--- src/rtl/irrig_pkg.sv ---
// Shared types and constants for the irrigation scheduler.
// Remaining time is held as four packed BCD digits, MM:SS.
package irrig_pkg;

    typedef enum logic [1:0] {
        ST_IDLE  = 2'd0,
        ST_RUN   = 2'd1,
        ST_PAUSE = 2'd2,
        ST_DONE  = 2'd3
    } state_e;

    typedef logic [3:0] bcd_t;

    typedef struct packed {
        bcd_t dmin;
        bcd_t umin;
        bcd_t dseg;
        bcd_t useg;
    } mmss_t;

    localparam mmss_t PRESET_SHORT = 16'h1459;
    localparam mmss_t PRESET_LONG  = 16'h3959;
    localparam mmss_t LAST_SECOND  = 16'h0001;

    localparam bcd_t WRAP_NINE = 4'd9;
    localparam bcd_t WRAP_FIVE = 4'd5;

endpackage

--- src/rtl/bcd_down_digit.sv ---
// One BCD down-counting digit: synchronous load, enabled decrement with
// wrap to a programmable value, borrow out when decrementing from zero.
module bcd_down_digit import irrig_pkg::*; (
    input  logic clk,
    input  logic reset,
    input  logic load,
    input  bcd_t load_val,
    input  logic dec_en,
    input  bcd_t wrap_val,
    output bcd_t q,
    output logic borrow
);

    bcd_t q_q, q_d;

    always_comb begin
        q_d = q_q;
        if (load) begin
            q_d = load_val;
        end else if (dec_en) begin
            q_d = (q_q == 4'd0) ? wrap_val : q_q - 4'd1;
        end
    end

    // NOTE: sequential state uses non-blocking assignment; next value comes from always_comb.
    always_ff @(posedge clk or posedge reset) begin
        if (reset) begin
            q_q <= '0;
        end else begin
            q_q <= q_d;
        end
    end

    assign q      = q_q;
    assign borrow = dec_en && (q_q == 4'd0);

endmodule

--- src/rtl/irrigation_sched.sv ---
// Irrigation cycle scheduler: start/stop/pause control around a BCD MM:SS
// countdown built from four chained bcd_down_digit instances.
module irrigation_sched import irrig_pkg::*; (
    input  logic       clk,
    input  logic       reset,
    input  logic       tick_1s,
    input  logic       start,
    input  logic       stop,
    input  logic       vs,
    input  logic       humid,
    input  logic       water_low,
    output logic [3:0] Dmin,
    output logic [3:0] Umin,
    output logic [3:0] Dseg,
    output logic [3:0] Useg,
    output logic       valve,
    output logic       busy,
    output logic       done,
    output logic       aborted,
    output logic [1:0] state
);

    state_e state_q, state_d;
    logic   valve_q, valve_d;
    logic   busy_q, busy_d;
    logic   done_q, done_d;
    logic   aborted_q, aborted_d;
    logic   start_q;

    logic   start_rise;
    logic   abort_req;
    logic   load;
    logic   dec_en;
    mmss_t  load_val;
    mmss_t  count;
    logic   useg_borrow, dseg_borrow, umin_borrow;
    logic   unused_dmin_borrow;

    assign start_rise = start && !start_q;
    assign abort_req  = stop || humid;

    // NOTE: every always_comb output gets a default first, so no latches are inferred.
    always_comb begin
        state_d   = state_q;
        done_d    = 1'b0;
        aborted_d = 1'b0;
        load      = 1'b0;
        load_val  = '0;
        dec_en    = 1'b0;

        case (state_q)
            ST_IDLE: begin
                if (start_rise && !abort_req) begin
                    load     = 1'b1;
                    load_val = vs ? PRESET_LONG : PRESET_SHORT;
                    state_d  = ST_RUN;
                end
            end
            ST_RUN: begin
                if (abort_req) begin
                    load      = 1'b1;
                    aborted_d = 1'b1;
                    state_d   = ST_IDLE;
                end else if (water_low) begin
                    state_d = ST_PAUSE;
                end else if (tick_1s) begin
                    dec_en = 1'b1;
                    if (count == LAST_SECOND) begin
                        done_d  = 1'b1;
                        state_d = ST_DONE;
                    end
                end
            end
            ST_PAUSE: begin
                if (abort_req) begin
                    load      = 1'b1;
                    aborted_d = 1'b1;
                    state_d   = ST_IDLE;
                end else if (!water_low) begin
                    state_d = ST_RUN;
                end
            end
            default: state_d = ST_IDLE;
        endcase

        valve_d = (state_d == ST_RUN);
        busy_d  = (state_d == ST_RUN) || (state_d == ST_PAUSE);
    end

    // Edge register resets high so a start held through reset is not seen as a new request.
    always_ff @(posedge clk or posedge reset) begin
        if (reset) begin
            state_q   <= ST_IDLE;
            valve_q   <= 1'b0;
            busy_q    <= 1'b0;
            done_q    <= 1'b0;
            aborted_q <= 1'b0;
            start_q   <= 1'b1;
        end else begin
            state_q   <= state_d;
            valve_q   <= valve_d;
            busy_q    <= busy_d;
            done_q    <= done_d;
            aborted_q <= aborted_d;
            start_q   <= start;
        end
    end

    bcd_down_digit u_useg (
        .clk(clk), .reset(reset), .load(load), .load_val(load_val.useg),
        .dec_en(dec_en), .wrap_val(WRAP_NINE), .q(count.useg), .borrow(useg_borrow)
    );
    bcd_down_digit u_dseg (
        .clk(clk), .reset(reset), .load(load), .load_val(load_val.dseg),
        .dec_en(useg_borrow), .wrap_val(WRAP_FIVE), .q(count.dseg), .borrow(dseg_borrow)
    );
    bcd_down_digit u_umin (
        .clk(clk), .reset(reset), .load(load), .load_val(load_val.umin),
        .dec_en(dseg_borrow), .wrap_val(WRAP_NINE), .q(count.umin), .borrow(umin_borrow)
    );
    bcd_down_digit u_dmin (
        .clk(clk), .reset(reset), .load(load), .load_val(load_val.dmin),
        .dec_en(umin_borrow), .wrap_val(WRAP_NINE), .q(count.dmin), .borrow(unused_dmin_borrow)
    );

    assign Dmin    = count.dmin;
    assign Umin    = count.umin;
    assign Dseg    = count.dseg;
    assign Useg    = count.useg;
    assign valve   = valve_q;
    assign busy    = busy_q;
    assign done    = done_q;
    assign aborted = aborted_q;
    assign state   = state_q;

endmodule

--- config.mk ---
export PLATFORM = sky130hd
export DESIGN_NAME = irrigation_sched
export DESIGN_NICKNAME = d
export VERILOG_FILES = /design/src/rtl/irrig_pkg.sv /design/src/rtl/bcd_down_digit.sv /design/src/rtl/irrigation_sched.sv
export SDC_FILE = /design/constraint.sdc
export NUM_CORES = 1
export LEC_CHECK = 0
export ABC_AREA = 1
export CELL_PAD_IN_SITES_DETAIL_PLACEMENT = 1
export CELL_PAD_IN_SITES_GLOBAL_PLACEMENT = 1
export CORE_UTILIZATION = 40
export DETAILED_ROUTE_END_ITERATION = 10
export GPL_TIMING_DRIVEN = 0
export HOLD_SLACK_MARGIN = 0.05
export PLACE_DENSITY = 0.82
export SLEW_MARGIN = 10
export SYNTH_ARGS = -nofsm -noshare
export SYNTH_HDL_FRONTEND = slang
export SYNTH_HIERARCHICAL = 1
export SYNTH_SLANG_ARGS = --single-unit
--- constraint.sdc ---
create_clock -name clk -period 4.1 [get_ports clk]
set_clock_uncertainty 0.2 [all_clocks]
set_input_delay 0.41 -clock clk [delete_from_list [all_inputs] [get_ports clk]]
set_output_delay 0.41 -clock clk [all_outputs]
set_load 0.1 [all_outputs]
==> summary.txt, run 1 <==
R2R Setup Slk: 1.58 ns
Yosys warnings: 6
Detailed Place HPWL: 3.85 mm
Most frequent cells in the layout: nand2_1 (78), nor2_1 (45), inv_1 (38)
Worst slew margin relative to its limit: 34.3%
Slack of the critical path: 1.44 ns
Area of the mapped netlist: 1740 um2
WL/cell: 12.6 um
Multi-input logic area: 1080 um2
Die area: 4630 um2
Core ar.: 4090 um2
RSZ-0062 raised after global routing: false
Largest net degree at the start of global routing: 14
Final ANT Viol Nets: 0
Number of global-route vias before repair: 1772
Grt total ovfl: 0
Seq. cell area: 577 um2
Crit-path max FO: 12
Vias: 1829
Setup TNS Final: 0 ns
Setup crit start: humid
Post-CTS Hold Fix Bufs: 0
Routability Congestion: 0.772
Drt total wl: 4.75 mm
Fin. Hold Viols: 0
Die width: 68.0 um
CTS Buf Count: 3
Layout cells sized above 1: 8.26%
DR pass1 iterations: 4
Cts repair resizes: 0
Commonest non-fill, non-tap cell in the layout: nand2_1
Vias/cell: 4.85
Final max-slew violation count: 0
Final Setup Violations: 0
Worst-path clk slew: 0.09 ns
Syn avg cell area: 6.41 um2
Worst skew pair latency: 0.27 ns
Reg2Reg Depth: 14
Antenna violations before repair: 0
Critical path's slowest cell: a21oi_2
Area grow syn2layout: 28.3%
Postcts setup bufs: 0
WP depth: 12
PortBufs: 29
Fillers: 587
Top cell by count, worst path: inv_2
Die Y: 68.0 um
Reg-to-reg endpoint: u_dmin/q[1]
Startpoint type of the worst setup path: input port
H-tree depth: 1
CTS sink count: 23
Min Clock Period, post-route: 2.66 ns
Initial DRC Count: 74
Pre-CTS setup slack: 1.12 ns
Final period util: 65.0%
Diodes inserted: 0
Reg2reg start: state[1]
Crit Path Category: in -> reg
CTS tree: built
Worst endpoint required time: 4.05 ns
Rows: 23
Crit-path leading delay family: buffers and inverters
Mapped Cells: 272
Setup crit end kind: register
Worst Hold Class: in -> async
Max Root-Sink Buffers: 2
CP bufs+invs: 5
Post-layout net count: 345
Max stage delay on crit path: 0.45 ns
Clk root buf: clkbuf_8
Max-cap violation count: 0
Tot GR Track Use: 22.6%
Global-route wire length before repair: 7.81 mm
CP Cell Sequence: clkdlybuf4s50_1 > nor2_2 > inv_2 > nor3_1 > nand2_1 > a21oi_2 > buf_6 > inv_2 > nand2_2 > inv_1 > a22oi_1 > o21ai_1
Highest Clock Rate: 375 MHz
I/O pins: 30
Crit path to: u_umin/q[0]
Crit path DAT: 2.62 ns
Worst Tran Pin Value: 0.982 ns
Status: finished clean
DRC Markers: 0
Initial Util: 42.7%
-- flip-flops by register name, indices dropped and copies added (netlist names) --
signal    cells
start_q       1
u_dseg/q      4
u_dmin/q      4
state         2
busy          1
valve         1
done          1
aborted       1
u_umin/q      4
u_useg/q      4
-- stage by stage --
stage                     hold WS [ns]  std cells  util [%]  area (um2)
after floorplan                -0.0239        293         -        1820
after global placement           0.392        372      53.2        2180
after detailed placement         0.407        373      53.6        2190
after CTS                        0.359        377      54.7        2240
after global routing             0.373        377      54.7        2240
final                            0.341        377      54.7        2240
-- how the worst min path moves through the flow --
stage	depth (start not counted)	from	end	slack (ns)
final	2	reset	u_umin/q[2]	0.34
after global routing	2	reset	u_dseg/q[1]	0.37
after CTS	2	reset	u_dseg/q[3]	0.36
after detailed placement	2	u_useg/q[0]	u_useg/q[0]	0.41
after global placement	2	u_useg/q[0]	u_useg/q[0]	0.39
after floorplan	1	reset	u_dmin/q[0]	-0.02
-- area by class of cell --
cell class	instances	share of cell area, %
Clock buffer	3	1.85
Clock inverter	1	0.224
Inverter	44	7.38
Multi-Input combinational cell	226	48.5
Sequential cell	23	25.8
Tap cell	50	2.80
Timing Repair Buffer	30	13.5
-- per-layer routing --
metal | track usage, % | wire length [um] | vias up
li1 | - | - | 934
met1 | 27.8 | 2250 | 865
met2 | 41.3 | 2360 | 26
met3 | 3.33 | 103 | 4
met4 | 4.17 | 38 | 0
met5 | 0 | 0 | -
Power of run 1 is not shown: default switching activity piles up to over one toggle a cycle in this logic, so the estimate is an artifact.
==> inputs of run 2 (changes only) <==
--- a/config.mk
+++ b/config.mk
@@ -8,11 +8,11 @@
 export ABC_AREA = 1
 export CELL_PAD_IN_SITES_DETAIL_PLACEMENT = 1
 export CELL_PAD_IN_SITES_GLOBAL_PLACEMENT = 1
-export CORE_UTILIZATION = 40
+export CORE_UTILIZATION = 33
 export DETAILED_ROUTE_END_ITERATION = 10
 export GPL_TIMING_DRIVEN = 0
 export HOLD_SLACK_MARGIN = 0.05
-export PLACE_DENSITY = 0.82
+export PLACE_DENSITY = 0.72
 export SLEW_MARGIN = 10
 export SYNTH_ARGS = -nofsm -noshare
 export SYNTH_HDL_FRONTEND = slang
==> constraint.sdc (replaced) <==
create_clock -name clk -period 2.4 [get_ports clk]
set_clock_uncertainty 0.2 [all_clocks]
set_input_delay 0.24 -clock clk [delete_from_list [all_inputs] [get_ports clk]]
set_output_delay 0.24 -clock clk [all_outputs]
set_load 0.1 [all_outputs]
==> run 2 against run 1 <==
Highest routed layer unchanged. Via count increased by 0.44%. Critical path type is now reg -> out. Critical path depth decreased by 11. Register-to-register slack got worse by 1.5 ns. Final cell count increased by 6.1%. Global-route usage decreased by 2.7 points.
==> summary.txt, run 2 (same netlist as run 1, synthesis figures left out) <==
Vias/cell: 4.59 (-5.3%)
Final instance area: 2340 um2 (+4.8%)
I/O pins: 30 (unchanged)
Min Hold Slack: 0.116 ns (-0.224 ns)
Worst Hold Class: in -> async
Post-layout net count: 348 (+0.87%)
Layout cells sized above 1: 12.4% (+4.2 points)
WL/cell: 12.7 um (+0.69%)
Diodes inserted: 0 (unchanged)
R2R Setup Slk: 0.12 ns (-1.46 ns)
Initial DRC Count: 41 (-45%)
Largest net degree at the start of global routing: 13 (-1)
Status: finished clean
Commonest non-fill, non-tap cell in the layout: nand2_1
Die area: 5580 um2 (+21%)
CTS Buf Count: 3 (unchanged)
Crit-path leading delay family: buffers and inverters
Setup crit end kind: output pin
CTS tree: built
Area grow syn2layout: 34.4%
Antenna violations before repair: 0 (unchanged)
Rows: 26 (+13%)
Cell Area, Placed: 2220 um2 (+1.3%)
DR pass1 iterations: 4 (unchanged)
Die width: 74.7 um (+9.8%)
Worst Tran Pin Value: 0.978 ns (-0.00437 ns)
Number of global-route vias before repair: 1786 (+0.79%)
CP Cell Sequence: clkdlybuf4s50_1
Tot GR Track Use: 19.9% (-2.7 points)
Drt total wl: 5.08 mm (+6.8%)
Reg2reg start: state[1]
Final Setup Violations: 0 (unchanged)
Reg-to-reg endpoint: u_dmin/q[0]
Core ar.: 5110 um2 (+25%)
Max Root-Sink Buffers: 2 (unchanged)
Clk root buf: clkbuf_8
Grt total ovfl: 0 (unchanged)
Crit Path Category: reg -> out
Fillers: 713 (+21%)
Startpoint type of the worst setup path: register
Critical path's slowest cell: clkdlybuf4s50_1
Highest Clock Rate: 430 MHz
Initial Util: 34.1% (-8.5 points)
Crit path to: Dseg[0]
Routability Congestion: 0.743 (-3.8%)
Vias: 1837 (+0.44%)
Post-CTS Hold Fix Bufs: 0 (unchanged)
Worst-path clk slew: 0.08 ns (about the same)
Crit-path max FO: 6 (-6)
Final ANT Viol Nets: 0 (unchanged)
H-tree depth: 1 (unchanged)
Worst endpoint required time: 1.96 ns (-2.09 ns)
CTS sink count: 23 (unchanged)
Global-route wire length before repair: 8.30 mm (+6.3%)
Final period util: 96.8%
Final max-slew violation count: 0 (unchanged)
PortBufs: 29 (unchanged)
Crit path DAT: 1.88 ns (-0.74 ns)
Die Y: 74.7 um (+9.8%)
Reg2Reg Depth: 15 (+1)
Min Clock Period, post-route: 2.32 ns
Detailed Place HPWL: 3.77 mm (-1.9%)
Worst skew pair latency: 0.27 ns (about the same)
Worst slew margin relative to its limit: 34.6% (+0.29 points)
DRC Markers: 0 (unchanged)
Max-cap violation count: 0 (unchanged)
Max stage delay on crit path: 1.16 ns (+0.71 ns)
WP depth: 1 (-11)
CP bufs+invs: 1 (-4)
Setup crit start: u_dseg/q[0]
Most frequent cells in the layout: nand2_1 (77), nor2_1 (43), inv_1 (37)
Fin. Hold Viols: 0 (unchanged)
[run 2: how the worst min path moves through the flow]
stage / slack, ns / endpoint / cells past startpoint
after floorplan: -0.19 / u_useg/q[2] / 1
after global placement: 0.38 / u_useg/q[0] / 2
after detailed placement: 0.38 / u_useg/q[0] / 2
after CTS: 0.11 / u_dseg/q[0] / 2
after global routing: 0.12 / u_dseg/q[0] / 2
final: 0.12 / u_dseg/q[1] / 2
[run 2: cell type report]
type	instances	area, um2	share of cell area [%]
clock buffer	4	45.0	1.92
tap	70	87.6	3.74
multi-input combinational	227	1140	48.5
inverter	44	168	7.15
sequential	23	584	24.9
timing repair buffer	32	323	13.8
[run 2: layer usage]
layer	vias to the layer above	track usage, %	part of all wire, %	wire length, um
li1	946	-	-	-
met1	865	26.3	48	2440
met2	21	32.9	48	2460
met3	5	2.41	1.9	94
met4	0	8.18	1.6	82
met5	-	0	0	0
[run 2: through the flow]
| stage | setup WS (ns) | util (%) | cells | setup TNS, ns |
|---|---|---|---|---|
| finish | 0.0760 | 45.9 | 400 | 0 |
| floorplan | -0.00891 | - | 293 | -0.00891 |
| global placement | -0.375 | 43.5 | 392 | -4.96 |
| global route | -0.0158 | 45.9 | 400 | -0.0158 |
| CTS | 0.0306 | 45.1 | 398 | 0 |
| detailed placement | -0.397 | 43.5 | 392 | -5.23 |
[run 2: timing repair]
item	in CTS	in global routing
resized for setup	13	8
pin swaps	4	0
cloned	1	0
endpoints found under the setup margin	21	15
setup buffers	1	2
Power of run 2 is left out for the same reason.
